--- src/rtl/uart_pkg.sv ---
`default_nettype none
// ============================================================================
// Module      : uart_pkg
// Description : Line levels, parity selectors and TX frame state encoding
//               shared by the UART transmit and receive paths.
// Revision    : 1.0 - initial release
// ============================================================================
package uart_pkg;

    localparam logic UART_IDLE_LVL  = 1'b1;
    localparam logic UART_START_LVL = 1'b0;
    localparam logic UART_STOP_LVL  = 1'b1;

    localparam logic PAR_EVEN = 1'b0;
    localparam logic PAR_ODD  = 1'b1;

    localparam logic [2:0] C_ST_IDLE   = 3'd0;
    localparam logic [2:0] C_ST_START  = 3'd1;
    localparam logic [2:0] C_ST_DATA   = 3'd2;
    localparam logic [2:0] C_ST_PARITY = 3'd3;
    localparam logic [2:0] C_ST_STOP   = 3'd4;

    typedef enum logic [2:0] {
        TX_IDLE   = C_ST_IDLE,
        TX_START  = C_ST_START,
        TX_DATA   = C_ST_DATA,
        TX_PARITY = C_ST_PARITY,
        TX_STOP   = C_ST_STOP
    } tx_state_e;

endpackage
`default_nettype wire

--- src/rtl/parity_calc.sv ---
`default_nettype none
// ============================================================================
// Module      : parity_calc
// Description : Combinational parity generator, even or odd by type input.
// Revision    : 1.0 - initial release
// ============================================================================
module parity_calc
    import uart_pkg::*;
#(
    parameter int DATA_W = 8
)
(
    input  logic [DATA_W-1:0] data,
    input  logic              par_typ,
    output logic              par_bit
);

    assign par_bit = (^data) ^ (par_typ == PAR_ODD);

endmodule
`default_nettype wire

--- src/rtl/uart_tx_ctrl.sv ---
`default_nettype none
// ============================================================================
// Module      : uart_tx_ctrl
// Description : UART TX frame sequencer: start/data/parity/stop FSM, data
//               watchdog and line output mux around an external serializer.
// Revision    : 1.0 - initial release
// ============================================================================
module uart_tx_ctrl
    import uart_pkg::*;
#(
    parameter int DATA_W = 8
)
(
    input  logic              clk,
    input  logic              rstn,
    input  logic [DATA_W-1:0] P_DATA,
    input  logic              data_valid,
    input  logic              PAR_EN,
    input  logic              PAR_TYP,
    input  logic              ser_data,
    input  logic              ser_done,
    output logic              ser_en,
    output logic              busy,
    output logic              TX_OUT
);

    // Last DATA cycle index before the watchdog gives up (DATA_W+2 cycles)
    localparam logic [3:0] C_WD_LAST = 4'(DATA_W + 1);

    logic [2:0] r_state;
    logic [2:0] w_state_nxt;
    logic [3:0] r_wd_cnt;
    logic       r_par_bit;
    logic       par_en_q;
    logic       par_typ_q;
    logic       frame_err_q;
    logic       w_par_bit;
    logic       w_accept;
    logic       w_wd_expire;
    logic       w_unused;

    assign w_accept    = (r_state == C_ST_IDLE) && data_valid;
    assign w_wd_expire = (r_state == C_ST_DATA) && !ser_done && (r_wd_cnt == C_WD_LAST);

    // Debug-only state, kept for visibility from the hierarchy
    assign w_unused = ^{par_typ_q, frame_err_q};

    parity_calc #(
        .DATA_W  (DATA_W)
    ) u_parity_calc (
        .data    (P_DATA),
        .par_typ (PAR_TYP),
        .par_bit (w_par_bit)
    );

    always_comb begin
        w_state_nxt = r_state;
        case (r_state)
            C_ST_IDLE: begin
                if (data_valid) w_state_nxt = C_ST_START;
            end
            C_ST_START: begin
                w_state_nxt = C_ST_DATA;
            end
            C_ST_DATA: begin
                if (ser_done)         w_state_nxt = par_en_q ? C_ST_PARITY : C_ST_STOP;
                else if (w_wd_expire) w_state_nxt = C_ST_STOP;
            end
            C_ST_PARITY: begin
                w_state_nxt = C_ST_STOP;
            end
            C_ST_STOP: begin
                w_state_nxt = C_ST_IDLE;
            end
            default: begin
                w_state_nxt = C_ST_IDLE;
            end
        endcase
    end

    always_ff @(posedge clk) begin
        if (!rstn) begin
            r_state     <= C_ST_IDLE;
            r_wd_cnt    <= '0;
            r_par_bit   <= 1'b0;
            par_en_q    <= 1'b0;
            par_typ_q   <= 1'b0;
            frame_err_q <= 1'b0;
        end else begin
            r_state <= w_state_nxt;
            if (w_accept) begin
                par_en_q  <= PAR_EN;
                par_typ_q <= PAR_TYP;
                r_par_bit <= w_par_bit;
            end
            if (r_state == C_ST_DATA) r_wd_cnt <= r_wd_cnt + 4'd1;
            else                      r_wd_cnt <= '0;
            if (w_wd_expire) frame_err_q <= 1'b1;
        end
    end

    assign busy   = (r_state != C_ST_IDLE);
    assign ser_en = (r_state == C_ST_START) || ((r_state == C_ST_DATA) && !ser_done);

    always_comb begin
        TX_OUT = UART_IDLE_LVL;
        case (r_state)
            C_ST_START:  TX_OUT = UART_START_LVL;
            C_ST_DATA:   TX_OUT = ser_data;
            C_ST_PARITY: TX_OUT = r_par_bit;
            C_ST_STOP:   TX_OUT = UART_STOP_LVL;
            default:     TX_OUT = UART_IDLE_LVL;
        endcase
    end

endmodule
`default_nettype wire

--- config.mk ---
export PLATFORM = sky130hd
export DESIGN_NAME = uart_tx_ctrl
export DESIGN_NICKNAME = d
export VERILOG_FILES = /design/src/rtl/uart_pkg.sv /design/src/rtl/parity_calc.sv /design/src/rtl/uart_tx_ctrl.sv
export SDC_FILE = /design/constraint.sdc
export NUM_CORES = 1
export LEC_CHECK = 0
export CORE_MARGIN = 2
export CORE_UTILIZATION = 35
export CTS_CLUSTER_DIAMETER = 60
export DETAILED_ROUTE_END_ITERATION = 10
export MAX_ROUTING_LAYER = met4
export PLACE_DENSITY = 0.76
export SETUP_SLACK_MARGIN = 0.4
export SLEW_MARGIN = 20
export SYNTH_ARGS = -nofsm -noshare
export SYNTH_HDL_FRONTEND = slang
export SYNTH_HIERARCHICAL = 1
export SYNTH_SLANG_ARGS = --single-unit
--- constraint.sdc ---
create_clock -name clk -period 1.4 [get_ports clk]
set_input_delay 0.28 -clock clk [delete_from_list [all_inputs] [get_ports clk]]
set_output_delay 0.28 -clock clk [all_outputs]
set_load 0.005 [all_outputs]
==> results.md <==
- Syn-to-layout area delta: 72.8%
- Antenna Nets Post-Route: 0
- Root buf cell: clkbuf_4
- CTS Sinks: 9
- Chip width: 42.2 µm
- CP Max Fanout: 4
- Routed WL per cell: 13.7 µm
- Pwr/cell area: 789 nW/µm²
- Type of origin of the critical path: flip-flop
- Die area: 1780 µm²
- Crit share post-route: 110%
- Commonest non-fill, non-tap cell in the layout: buf_4
- Combinational family with the most area after synthesis: simple AND/OR/NAND/NOR gates
- Clock Power Share: 29.6%
- Design area: 882 µm²
- Clk_skew: 0.0144 ns
- Drt drc: 0
- Number of port buffers: 17
- Combinational fraction of design power: 30.0%
- Reg power frac: 40.4%
- Num ports: 18
- Dpl hpwl: 875 µm
- Synth Instances: 52
- Mux cell area share after synthesis: 0%
- Via count: 495
- Placed Instance Area: 783 µm²
- Syn nets: 69
- Nets@finish: 104
- Cell total after placement: 92
- Failing checks: setup timing
- Fmax: 650 MHz
- Most frequent cells in the layout: 11 x buf_4, 6 x buf_2, 5 x nor2_1
- H-Tree Level Count: 1
- CP Data Required Time: 1.12 ns
- Switching share of power: 26.7%
- Sw Pwr: 0.185 mW
- Final-report hold violation count: 0
- Post-synthesis compound-gate area fraction: 12.3%
- Starting Density: 38.3%
- GPL Wtd Cong: 0.799
- Core area: 1330 µm²
- All-Layer GR Usage: 18.1%
- YS warnings: 6
- Final WS setup: -0.139 ns
- Final Max Tran Viols: 0
- XOR/XNOR Fraction of Synth Area: 19.6%
- CTS clk-pin slew, worst paths: 0.07 ns
- Max-cap violations: 0
- Post-synth cell types: 26
- P_leak: 0.411 nW
- Final wirelength: 1380 µm
- First-pass GRT wire length: 2250 µm
- Drt first-iter violations: 5
- Setup CP Type: flip-flop to output port
- Vias per cell: 4.90
- GRT overflow: 0
- Mapped Area: 510 µm²
- Finished Layout Cells: 101
- Final setup fails: 3
- Max_slew headroom: 81.2%
- Worst Tran Pin Value: 0.281 ns
- Crit path DAT: 1.26 ns
- Sequential area share after synthesis: 35.3%
- Fraction of layout instances using a drive strength above 1: 54.7%
- Worst vdd ir: 0.375 mV
- Status: complete, but fails checks
- Core Rows: 13
- Drt pass-1 iters: 3
- Tmin final: 1.54 ns
- HP Class: flip-flop to flip-flop
- Skew-Pair Late Insertion Delay: 0.27 ns
- P_int: 0.510 mW
- Pin count of the biggest net entering global routing: 7
- Die Y: 42.2 µm
- Num CTS Buffers: 3
- Synth Area in Simple Gates: 23.5%
- Vias in the first global route: 522
- N_diodes: 0
- Crit. End Element: output port
- Clk buf depth: 2
- CTS tree: yes
- RSZ-0062 raised after global routing: true
- Avg Inst Size Synth: 9.82 µm²
- Initial antenna violation count: 0
- Flops & latches, synth: 9
- Post-synthesis adder-cell area fraction: 4.90%
[layer usage]
layer  share of wire [%]  track usage (%)  vias to the layer above
met5                   0                -                        -
met2                  54             28.9                       11
met3                 3.1             6.03                        5
met4                 2.7             13.8                        0
li1                    -                -                      249
met1                  40             18.1                      230
[per-stage QoR]
stage / utilization (%) / TNS, ns / hold slack [ns] / total power, mW / setup WS (ns)
floorplan: - / 0 / 0.410 / 0.388 / 0.219
global placement: 58.7 / -1.44 / 0.450 / 0.480 / -0.551
detailed placement: 58.7 / -1.54 / 0.476 / 0.486 / -0.598
CTS: 64.4 / -0.361 / 0.481 / 0.697 / -0.160
global route: 66.1 / -0.401 / 0.501 / 0.726 / -0.167
finish: 66.1 / -0.290 / 0.476 / 0.696 / -0.139
[sequential cells by signal (all words and copies together), names as in the netlist]
signal,count
par_en_q,1
r_par_bit,1
r_state,3
r_wd_cnt,4
[cell families (layout without fill, tap and decap cells)]
logic type / after synthesis / after routing
buffers and inverters: 4 / 38
AOI/OAI and AO/OA: 9 / 9
and+or+nand+nor: 19 / 19
xor gates and xnor gates: 9 / 9
adders and majority gates: 2 / 2
DFF: 9 / 9
[what timing repair did]
action | 4_1_cts | 5_1_grt
setup endpoints to repair | 11 | 12
hold buffers | 0 | 0
setup buffers | 5 | 0
pin swaps | 18 | 6
resized for setup | 49 | 8
[worst max-delay path, stage by stage (launching register included)]
cell	delay (ns)
dfxtp_2	0.36
or3b_4	0.39
a21oi_2	0.12
buf_2	0.12
[path summary, 6_finish.rpt]
path / from / endpoint / slack [ns] / cells after the start
worst max-delay path: r_state[1]$_SDFFE_PN0P_ / ser_en / -0.14 / 3
worst min-delay path: r_par_bit$_SDFFE_PN0P_ / r_par_bit$_SDFFE_PN0P_ / 0.48 / 2
worst max register to register: r_state[1]$_SDFFE_PN0P_ / r_par_bit$_SDFFE_PN0P_ / 0.31 / 4
worst min register to register: r_par_bit$_SDFFE_PN0P_ / r_par_bit$_SDFFE_PN0P_ / 0.48 / 2
[Yosys cell counts]
cell / number / share of area (%)
xnor3_1: 1 / 4.4
and2b_1: 1 / 1.5
a32o_1: 1 / 2.0
or3_2: 1 / 1.5
buf_6: 1 / 2.2
o211a_1: 1 / 2.0
xnor2_1: 5 / 8.6
dfxtp_1: 9 / 35
nor3_1: 1 / 0.98
xnor2_2: 1 / 3.2
xor2_1: 2 / 3.4
nand2b_1: 2 / 2.5
o21ai_0: 2 / 2.0
inv_1: 3 / 2.2
or3b_1: 1 / 1.7
a31oi_1: 1 / 1.2
nor2_1: 5 / 3.7
nor2b_1: 1 / 1.2
nand3b_1: 1 / 1.5
nand3_1: 3 / 2.9
ha_1: 2 / 4.9
a21oi_1: 2 / 2.0
nand2_1: 2 / 1.5
nor4b_4: 1 / 4.7
a311o_1: 1 / 2.0
o22ai_1: 1 / 1.2
[layout make-up]
class / count / area (µm²)
Multi-Input combinational cell: 39 / 378
Clock buffer: 4 / 26.3
Timing Repair Buffer: 31 / 255
Sequential cell: 9 / 193
Inverter: 3 / 11.3
Fill cell: 98 / 452
Tap cell: 15 / 18.8
[power by group through the flow]
stage	logic, mW	clock network (mW)	registers, mW
after floorplan	0.101	0	0.287
after global placement	0.193	0	0.287
after detailed placement	0.197	0	0.288
after CTS	0.204	0.211	0.282
after global routing	0.224	0.220	0.282
final	0.208	0.206	0.281
(Power assumes the default switching activity.)
